===== src/rtl/regfile_multi_if.sv =====
// Bus bundle for regfile_multi: clear control, write port and dual read port.
interface regfile_multi_if #(
  parameter int WIDTH  = 16,
  parameter int ADDR_W = 4
);
  logic              clr_start;
  logic              busy;
  logic              wr_en;
  logic [ADDR_W-1:0] wr_addr;
  logic [WIDTH-1:0]  wr_data;
  logic              rd_en;
  logic [ADDR_W-1:0] rd_addr_a;
  logic [ADDR_W-1:0] rd_addr_b;
  logic [WIDTH-1:0]  rd_data_a;
  logic [WIDTH-1:0]  rd_data_b;
  logic              rd_valid;

  modport master (
    output clr_start, wr_en, wr_addr, wr_data, rd_en, rd_addr_a, rd_addr_b,
    input  busy, rd_data_a, rd_data_b, rd_valid
  );

  modport slave (
    input  clr_start, wr_en, wr_addr, wr_data, rd_en, rd_addr_a, rd_addr_b,
    output busy, rd_data_a, rd_data_b, rd_valid
  );
endinterface


===== src/rtl/regfile_multi.sv =====
// Parametrised 2-read/1-write register file with sequential clear engine.
// Optional macro REGFILE_BYPASS_EN forwards same-cycle write data to matching reads.
module regfile_multi #(
  parameter int WIDTH    = 16,
  parameter int ADDR_W   = 4,
  parameter int ZERO_REG = 0
) (
  input  logic            clk,
  input  logic            rst,
  regfile_multi_if.slave  bus
);
  localparam int DEPTH = 2 ** ADDR_W;

  typedef enum logic {CLEAR, IDLE} state_t;

  state_t            state;
  logic [ADDR_W-1:0] ptr;
  logic [WIDTH-1:0]  mem [DEPTH];
  logic [WIDTH-1:0]  rd_a_next;
  logic [WIDTH-1:0]  rd_b_next;
  logic              wr_ok;

  // wr_ok also gates the bypass, so a hardwired-zero entry is never forwarded.
  always_comb begin
    wr_ok     = bus.wr_en && !((ZERO_REG != 0) && (bus.wr_addr == '0));
    rd_a_next = mem[bus.rd_addr_a];
    rd_b_next = mem[bus.rd_addr_b];
`ifdef REGFILE_BYPASS_EN
    if (wr_ok && (bus.rd_addr_a == bus.wr_addr)) rd_a_next = bus.wr_data;
    if (wr_ok && (bus.rd_addr_b == bus.wr_addr)) rd_b_next = bus.wr_data;
`else
`endif
    if ((ZERO_REG != 0) && (bus.rd_addr_a == '0)) rd_a_next = '0;
    if ((ZERO_REG != 0) && (bus.rd_addr_b == '0)) rd_b_next = '0;
  end

  always_ff @(posedge clk) begin
    if (!rst) begin
      state         <= CLEAR;
      ptr           <= '0;
      bus.busy      <= 1'b1;
      bus.rd_data_a <= '0;
      bus.rd_data_b <= '0;
      bus.rd_valid  <= 1'b0;
    end else begin
      case (state)
        CLEAR: begin
          mem[ptr]     <= '0;
          ptr          <= ptr + 1'b1;
          bus.rd_valid <= 1'b0;
          if (ptr == '1) begin
            state    <= IDLE;
            bus.busy <= 1'b0;
          end
        end
        IDLE: begin
          if (bus.clr_start) begin
            state        <= CLEAR;
            ptr          <= '0;
            bus.busy     <= 1'b1;
            bus.rd_valid <= 1'b0;
          end else begin
            if (wr_ok) mem[bus.wr_addr] <= bus.wr_data;
            if (bus.rd_en) begin
              bus.rd_data_a <= rd_a_next;
              bus.rd_data_b <= rd_b_next;
              bus.rd_valid  <= 1'b1;
            end else begin
              bus.rd_valid  <= 1'b0;
            end
          end
        end
        default: state <= CLEAR;
      endcase
    end
  end
endmodule


===== src/flat_wrapper.sv =====
// flat-port wrapper written by rule: the top's interface ports become plain ports
module regfile_multi_flat 
#(
  parameter int WIDTH    = 16,
  parameter int ADDR_W   = 4,
  parameter int ZERO_REG = 0
)
  (clk, rst, bus_clr_start, bus_wr_en, bus_wr_addr, bus_wr_data, bus_rd_en, bus_rd_addr_a, bus_rd_addr_b, bus_busy, bus_rd_data_a, bus_rd_data_b, bus_rd_valid);
  regfile_multi_if #(.WIDTH(WIDTH), .ADDR_W(ADDR_W)) bus_i ();
  input  logic clk;
  input  logic rst;
  input wire logic [$bits(bus_i.clr_start)-1:0] bus_clr_start;
  input wire logic [$bits(bus_i.wr_en)-1:0] bus_wr_en;
  input wire logic [$bits(bus_i.wr_addr)-1:0] bus_wr_addr;
  input wire logic [$bits(bus_i.wr_data)-1:0] bus_wr_data;
  input wire logic [$bits(bus_i.rd_en)-1:0] bus_rd_en;
  input wire logic [$bits(bus_i.rd_addr_a)-1:0] bus_rd_addr_a;
  input wire logic [$bits(bus_i.rd_addr_b)-1:0] bus_rd_addr_b;
  output wire logic [$bits(bus_i.busy)-1:0] bus_busy;
  output wire logic [$bits(bus_i.rd_data_a)-1:0] bus_rd_data_a;
  output wire logic [$bits(bus_i.rd_data_b)-1:0] bus_rd_data_b;
  output wire logic [$bits(bus_i.rd_valid)-1:0] bus_rd_valid;
  assign bus_i.clr_start = bus_clr_start;
  assign bus_i.wr_en = bus_wr_en;
  assign bus_i.wr_addr = bus_wr_addr;
  assign bus_i.wr_data = bus_wr_data;
  assign bus_i.rd_en = bus_rd_en;
  assign bus_i.rd_addr_a = bus_rd_addr_a;
  assign bus_i.rd_addr_b = bus_rd_addr_b;
  assign bus_busy = bus_i.busy;
  assign bus_rd_data_a = bus_i.rd_data_a;
  assign bus_rd_data_b = bus_i.rd_data_b;
  assign bus_rd_valid = bus_i.rd_valid;
  regfile_multi #(.WIDTH(WIDTH), .ADDR_W(ADDR_W), .ZERO_REG(ZERO_REG)) u_core (.clk(clk), .rst(rst), .bus(bus_i));
endmodule

===== config.mk =====
export PLATFORM = sky130hd
export DESIGN_NAME = regfile_multi_flat
export DESIGN_NICKNAME = d
export VERILOG_FILES = /design/src/rtl/regfile_multi_if.sv /design/src/rtl/regfile_multi.sv /design/src/flat_wrapper.sv
export SDC_FILE = /design/constraint.sdc
export NUM_CORES = 1
export LEC_CHECK = 0
export BUFFER_PORTS_ARGS = -buffer_cell sky130_fd_sc_hd__buf_2
export CORE_MARGIN = 10
export CORE_UTILIZATION = 55
export DETAILED_ROUTE_END_ITERATION = 16
export PLACE_DENSITY = 0.74
export SKIP_LAST_GASP = 1
export SLEW_MARGIN = 20
export SYNTH_ARGS = -nofsm -noshare
export SYNTH_HDL_FRONTEND = slang
export SYNTH_SLANG_ARGS = --single-unit

===== constraint.sdc =====
create_clock -name clk -period 2.7 [get_ports clk]
set_input_delay 0 -clock clk [delete_from_list [all_inputs] [get_ports clk]]
set_output_delay 0 -clock clk [all_outputs]
set_load 0.01 [all_outputs]

# After elaboration in Yosys (flattened, before gate mapping)

Memory sizes are Yosys's and may differ from the RTL's. A register that Yosys moved wholly into a read port is not among the register bits.
Index checks and enable logic that the tools add are counted.

$add $sub $neg: 1
Equality and inequality tests: 3
Mux-type cells: 22
Bitwise logic cells: 2
Reduce and logical (&&, ||, !) cells: 5

Operators by type and width:

| operator            | count |
|---|---|
| $mux 16             | 1 |
| $reduce_or 16->1    | 1 |
| $mux 1              | 15 |
| $mux 4              | 2 |
| $pmux 4 s2          | 1 |
| $pmux 1 s2          | 3 |
| $add 4x1->4 const B | 1 |
| $eq 4x4->1 const B  | 1 |
| $reduce_and 3->1    | 1 |
| $logic_not 1->1     | 2 |
| $ne 2x1->1 const B  | 1 |
| $ne 2x2->1 const B  | 1 |
| $not 1->1           | 2 |
| $reduce_and 2->1    | 1 |

Register bits: 7
Bits in writable memories: 256
Input bits: 33
Output and inout bits: 34
Logic and storage cells: 38
Memories: 1

Memory list:

| memory     | words | bits a word | read ports | clocked after Yosys merged registers in | write ports | RTL line            | text |
|---|---|---|---|---|---|---|---|
| u_core.mem | 16    | 16          | 2          | 2                                       | 1           | regfile_multi.sv:18 | `logic [WIDTH-1:0] mem [DEPTH];` |

# Longest topological paths before layout

Word-level depth: 7
Depth in mapped cells: 7
Gate-level depth less buffers: 4

# Worst setup path after synthesis

No wires, ideal clock.

Path type: register -> register
Start point: register u_core.state
End point: memory u_core.mem[0][0] (enable)
Library setup time: 0.388 ns
Arrival time: 1.941 ns
Required time: 2.312 ns
Path slack: 0.370 ns
Cell stages (with the launch flop): 6
Buffers on the path: 1
Period minus slack after synthesis: 2.330 ns
Path through: dfxtp_1 and4b_1 buf_6 mux2i_1 or2b_1 nor2_1

Word-level cells in the longest chain between the ends: 5
Elaborated cells on any way between the ends: 9
Those cells by class: mux: 8; reduce/logical: 1

RTL lines:

| what                                              | RTL line            | text |
|---|---|---|
| start, declared                                   | regfile_multi.sv:16 | `state_t state;` |
| start signal, assigned                            | regfile_multi.sv:39 | `state <= CLEAR;` |
| start signal, assigned                            | regfile_multi.sv:52 | `state <= IDLE;` |
| start signal, assigned                            | regfile_multi.sv:58 | `state <= CLEAR;` |
| $mux 1                                            | regfile_multi.sv:46 | `case (state)` |
| $mux 1                                            | regfile_multi.sv:38 | `if (!rst) begin` |
| $mux 1 (implied by the code)                      | regfile_multi.sv:63 | `if (wr_ok) mem[bus.wr_addr] <= bus.wr_data;` |
| $reduce_or 16->1 (no source line)                 | --                  |  |
| $mux 4 (no source line) or $mux 1 (tied branches) | --                  |  |
| end, declared                                     | regfile_multi.sv:18 |  |

Several ways; a longest one is shown, not always the timed one.

# Final worst setup path

Start point: register u_core.state
End point: memory u_core.mem[10][5] (enable)

Same word-level chain as after synthesis.

==> impl_metrics.xml <==
<?xml version="1.0" encoding="UTF-8"?>
<metrics>
  <group name="logic_synthesis">
    <metric name="synth.yosys.warnings" unit="">0</metric>
    <metric name="synth_fp_nets" unit="">797</metric>
    <metric name="postSynthCellCount" unit="">763</metric>
    <metric name="post-synth-top-count-cell" unit="">edfxtp_1</metric>
    <metric name="synth-seq-area-share" unit="%">63.0</metric>
    <metric name="netlist_top_cells_count" unit="">edfxtp_1 (256), mux2i_1 (95), mux4_2 (85)</metric>
    <metric name="synth-async-reset-ratio" unit="%">0</metric>
    <metric name="syn_area" unit="sq um">13400</metric>
    <metric name="synth_area_leaders" unit="">edfxtp_1 (57%), mux4_2 (14%), mux2i_1 (7.1%), dfxtp_1 (5.8%), mux4_1 (2.3%)</metric>
    <metric name="ys_types" unit="">44</metric>
    <metric name="synth_top_flop_cell" unit="">edfxtp_1</metric>
    <metric name="postSynthAreaPerCell" unit="sq um">17.6</metric>
    <metric name="ys_seq_elements" unit="">295</metric>
    <metric name="synth_top_area_cell" unit="">edfxtp_1</metric>
    <metric name="yosysTopAreaCellShare" unit="%">57.2</metric>
    <metric name="number_of_flops_mapped_to_enable_cells_by_yosys" unit="">256</metric>
  </group>
  <group name="global_routing">
    <metric name="globalRouteTotalUtil" unit="%">20.6</metric>
    <metric name="grt_start_max_net_pins" unit="">36</metric>
    <metric name="gr-total-overflow" unit="">0</metric>
    <metric name="global_route_wire_length_before_repair" unit="mm">49.2</metric>
    <metric name="grt_antenna_before_repair" unit="">0</metric>
    <metric name="grt_pass1_vias" unit="">8116</metric>
  </group>
  <group name="hold_path">
    <metric name="min_to" unit="">u_core.mem[0][13]$_DFFE_PP_</metric>
    <metric name="min_delay_path_depth" unit="">2</metric>
    <metric name="hp-class" unit="">primary input to register</metric>
    <metric name="min-delay-start" unit="">bus_wr_data[13]</metric>
  </group>
  <group name="setup_path">
    <metric name="path_class" unit="">register to register</metric>
    <metric name="crit-reg2reg-launch" unit="">u_core.state$_SDFF_PN0_</metric>
    <metric name="critical_path.cell_chain" unit="">buf_4 -&gt; nor4bb_1 -&gt; o21ai_0 -&gt; or2_1 -&gt; nor2_1 -&gt; buf_4</metric>
    <metric name="crit_path_max_fanout" unit="">16</metric>
    <metric name="kind_of_end_point_of_the_critical_path" unit="">register</metric>
    <metric name="crit_slowest_cell" unit="">dfxtp_1</metric>
    <metric name="critical_path.top_delay_family" unit="">simple AND/OR/NAND/NOR gates</metric>
    <metric name="critPathArrivalTime" unit="ns">2.31</metric>
    <metric name="critical_path.max_stage_delay" unit="ns">0.33</metric>
    <metric name="r2r_cells" unit="">6</metric>
    <metric name="critical_path.n_buffers_inverters" unit="">2</metric>
    <metric name="timing.critical_path.mode_cell" unit="">buf_4</metric>
    <metric name="timing.reg2reg.setup_slack" unit="ns">0.62</metric>
    <metric name="regToRegEndpoint" unit="">u_core.mem[10][5]$_DFFE_PP_</metric>
    <metric name="setup.worst_path.start_class" unit="">register</metric>
    <metric name="cp_data_required_time" unit="ns">2.93</metric>
  </group>
  <group name="place">
    <metric name="io_buffer_count" unit="">66</metric>
    <metric name="placedCellCount" unit="">1137</metric>
    <metric name="post-dp-hpwl" unit="mm">21.6</metric>
    <metric name="routabilityCongestion" unit="">0.849</metric>
  </group>
  <group name="drt">
    <metric name="drt_first_iter_violations" unit="">1113</metric>
    <metric name="detailedRoute.firstPassIterationCount" unit="">6</metric>
    <metric name="drt-wirelength-per-cell" unit="um">26.8</metric>
    <metric name="vias" unit="">7814</metric>
    <metric name="drt-vias-per-instance" unit="">6.52</metric>
    <metric name="drt-total-wl" unit="mm">32.1</metric>
    <metric name="route.antenna.remaining_nets" unit="">0</metric>
    <metric name="post-route-drc-count" unit="">0</metric>
  </group>
  <group name="clocking">
    <metric name="tritoncts.num_buffers" unit="">29</metric>
    <metric name="ctsRootBufferMaster" unit="">clkbuf_16</metric>
    <metric name="cts_tree" unit="">done</metric>
    <metric name="clk_pin_slew_worst_paths" unit="ns">0.06</metric>
    <metric name="cts_resized" unit="">0</metric>
    <metric name="htree_num_levels" unit="">1</metric>
    <metric name="tritoncts_num_sinks" unit="">295</metric>
    <metric name="worst_skew_pair.late_latency" unit="ns">0.56</metric>
    <metric name="max-clock-path-buffers" unit="">3</metric>
  </group>
  <group name="run_status">
    <metric name="result_of_the_run" unit="">finished, final reports clean</metric>
  </group>
  <group name="floorplan">
    <metric name="floorplan.initialDensity" unit="%">55.6</metric>
    <metric name="die_width" unit="um">176</metric>
    <metric name="chipHeight" unit="um">176</metric>
    <metric name="floorplan.die_area" unit="sq um">31100</metric>
    <metric name="rows" unit="">57</metric>
    <metric name="ports_placed_on_the_boundary" unit="">67</metric>
    <metric name="core" unit="sq um">24200</metric>
  </group>
  <group name="final_layout">
    <metric name="filler_cell_count" unit="">1637</metric>
    <metric name="area_growth_from_synthesis_to_layout" unit="%">13.5</metric>
    <metric name="stdcell_count" unit="">1199</metric>
    <metric name="layout-drive-gt1-share" unit="%">27.2</metric>
    <metric name="multi_input_comb_area" unit="sq um">4560</metric>
    <metric name="nNetsFinal" unit="">887</metric>
    <metric name="antennaDiodeCount" unit="">0</metric>
    <metric name="seq_area" unit="sq um">8470</metric>
  </group>
  <group name="sta">
    <metric name="period_share" unit="%">76.9</metric>
    <metric name="setup-tns-final" unit="ns">0</metric>
    <metric name="rsz0062_at_grt" unit="">false</metric>
    <metric name="worst_clock_skew" unit="ns">0.0179</metric>
    <metric name="setup_violations" unit="">0</metric>
    <metric name="slew_viol_final" unit="">0</metric>
    <metric name="fmaxAchievable" unit="MHz">482</metric>
    <metric name="fin_crit" unit="ns">2.08</metric>
    <metric name="timing.slew.headroom" unit="%">36.4</metric>
    <metric name="report.final.hold_viol_count" unit="">0</metric>
    <metric name="worst_slew_pin_slew" unit="ns">0.955</metric>
  </group>
  <group name="power">
    <metric name="power.density" unit="nW/um^2">638</metric>
    <metric name="power_leakage" unit="nW">4.83</metric>
    <metric name="vdd_drop_max" unit="mV">0.397</metric>
  </group>
  <group name="flow_run">
    <metric name="cap_violations" unit="">0</metric>
  </group>
</metrics>
-- what timing repair did --
item                      4_1_cts  5_1_grt
buffers inserted                0        0
hold buffers                    9        0
hold endpoints to repair       49        0
-- state kept, by name, indices dropped and copies added (netlist names) --
register / cells
u_core.bus.busy: 1
u_core.ptr: 4
u_core.bus.rd_valid: 1
u_core.bus.rd_data_a: 16
u_core.state: 1
u_core.mem: 256
u_core.bus.rd_data_b: 16
-- per-layer routing --
metal  vias to the layer above  part of all wire [%]  track usage [%]
met2                       430                    49             33.3
met5                         -                     0                0
met1                      3997                    40             28.1
li1                       3333                     -                -
met4                         0                   2.2             6.00
met3                        54                   9.2             3.84
-- cells in the final DEF, fill, tap and decap left out, drive strengths merged, types with 2 or more instances in the layout --
cell,count
a22oi,26
a31oi,4
a32oi,25
and2,21
and4b,3
buf,105
bufinv,5
clkbuf,37
clkinv,9
dfxtp,39
dlygate4sd3,9
edfxtp,256
inv,5
mux2i,95
mux4,97
nand2,17
nand2b,27
nand3,8
nor2,22
nor2b,3
nor3b,2
o2111ai,6
o211ai,6
o21a,2
o21ai,29
o22ai,3
-- stage by stage --
stage,utilization (%),total power (W),area [sq um],hold slack [ns],setup WS [ns]
5_1_grt,63.1,0.0100,15200,0.148,0.490
4_1_cts,63.1,0.00977,15200,0.0840,0.647
3_3_place_gp,58.6,0.00560,14200,0.267,0.759
2_1_floorplan,-,0.00546,13400,0.232,0.370
6_report,63.1,0.00973,15200,0.105,0.625
3_5_place_dp,58.6,0.00562,14200,0.293,0.663
-- power breakdown --
| part | switching (W) | leakage, nW | internal [W] |
|---|---|---|---|
| clock network | 0.00165 | 0.490 | 0.00255 |
| registers | 0.0000341 | 2.29 | 0.00495 |
| logic | 0.000305 | 2.05 | 0.000247 |
-- worst max-delay path by stage --
stage	startpoint	endpoint	slack [ns]	cells after the start
4_1_cts	u_core.state$_SDFF_PN0_	u_core.mem[10][5]$_DFFE_PP_	0.65	6
2_1_floorplan	u_core.state$_SDFF_PN0_	u_core.mem[0][0]$_DFFE_PP_	0.37	5
6_report	u_core.state$_SDFF_PN0_	u_core.mem[10][5]$_DFFE_PP_	0.62	6
3_3_place_gp	u_core.state$_SDFF_PN0_	u_core.mem[2][13]$_DFFE_PP_	0.76	5
3_5_place_dp	u_core.state$_SDFF_PN0_	u_core.mem[10][8]$_DFFE_PP_	0.66	6
5_1_grt	u_core.state$_SDFF_PN0_	u_core.mem[10][5]$_DFFE_PP_	0.49	6
-- logic make-up after synthesis --
kind of cell / share of synthesized area, %
XOR/XNOR: 0.130
multiplexers: 23.8
AND/OR/NAND/NOR: 4.52
AO/OA/AOI/OAI: 5.42
buffers and inverters: 3.06
adder cells (fa/ha/maj): 0.0931
flip-flops: 63.0
-- cell type report --
class	count	area share, %
clock buffer	37	5.22
clock inverter	16	1.35
inverter	4	0.0985
multi-input combinational	409	29.9
sequential	295	55.5
tap	324	2.66
timing repair buffer	114	5.24
Note: power is estimated with default switching activity, not from simulation.
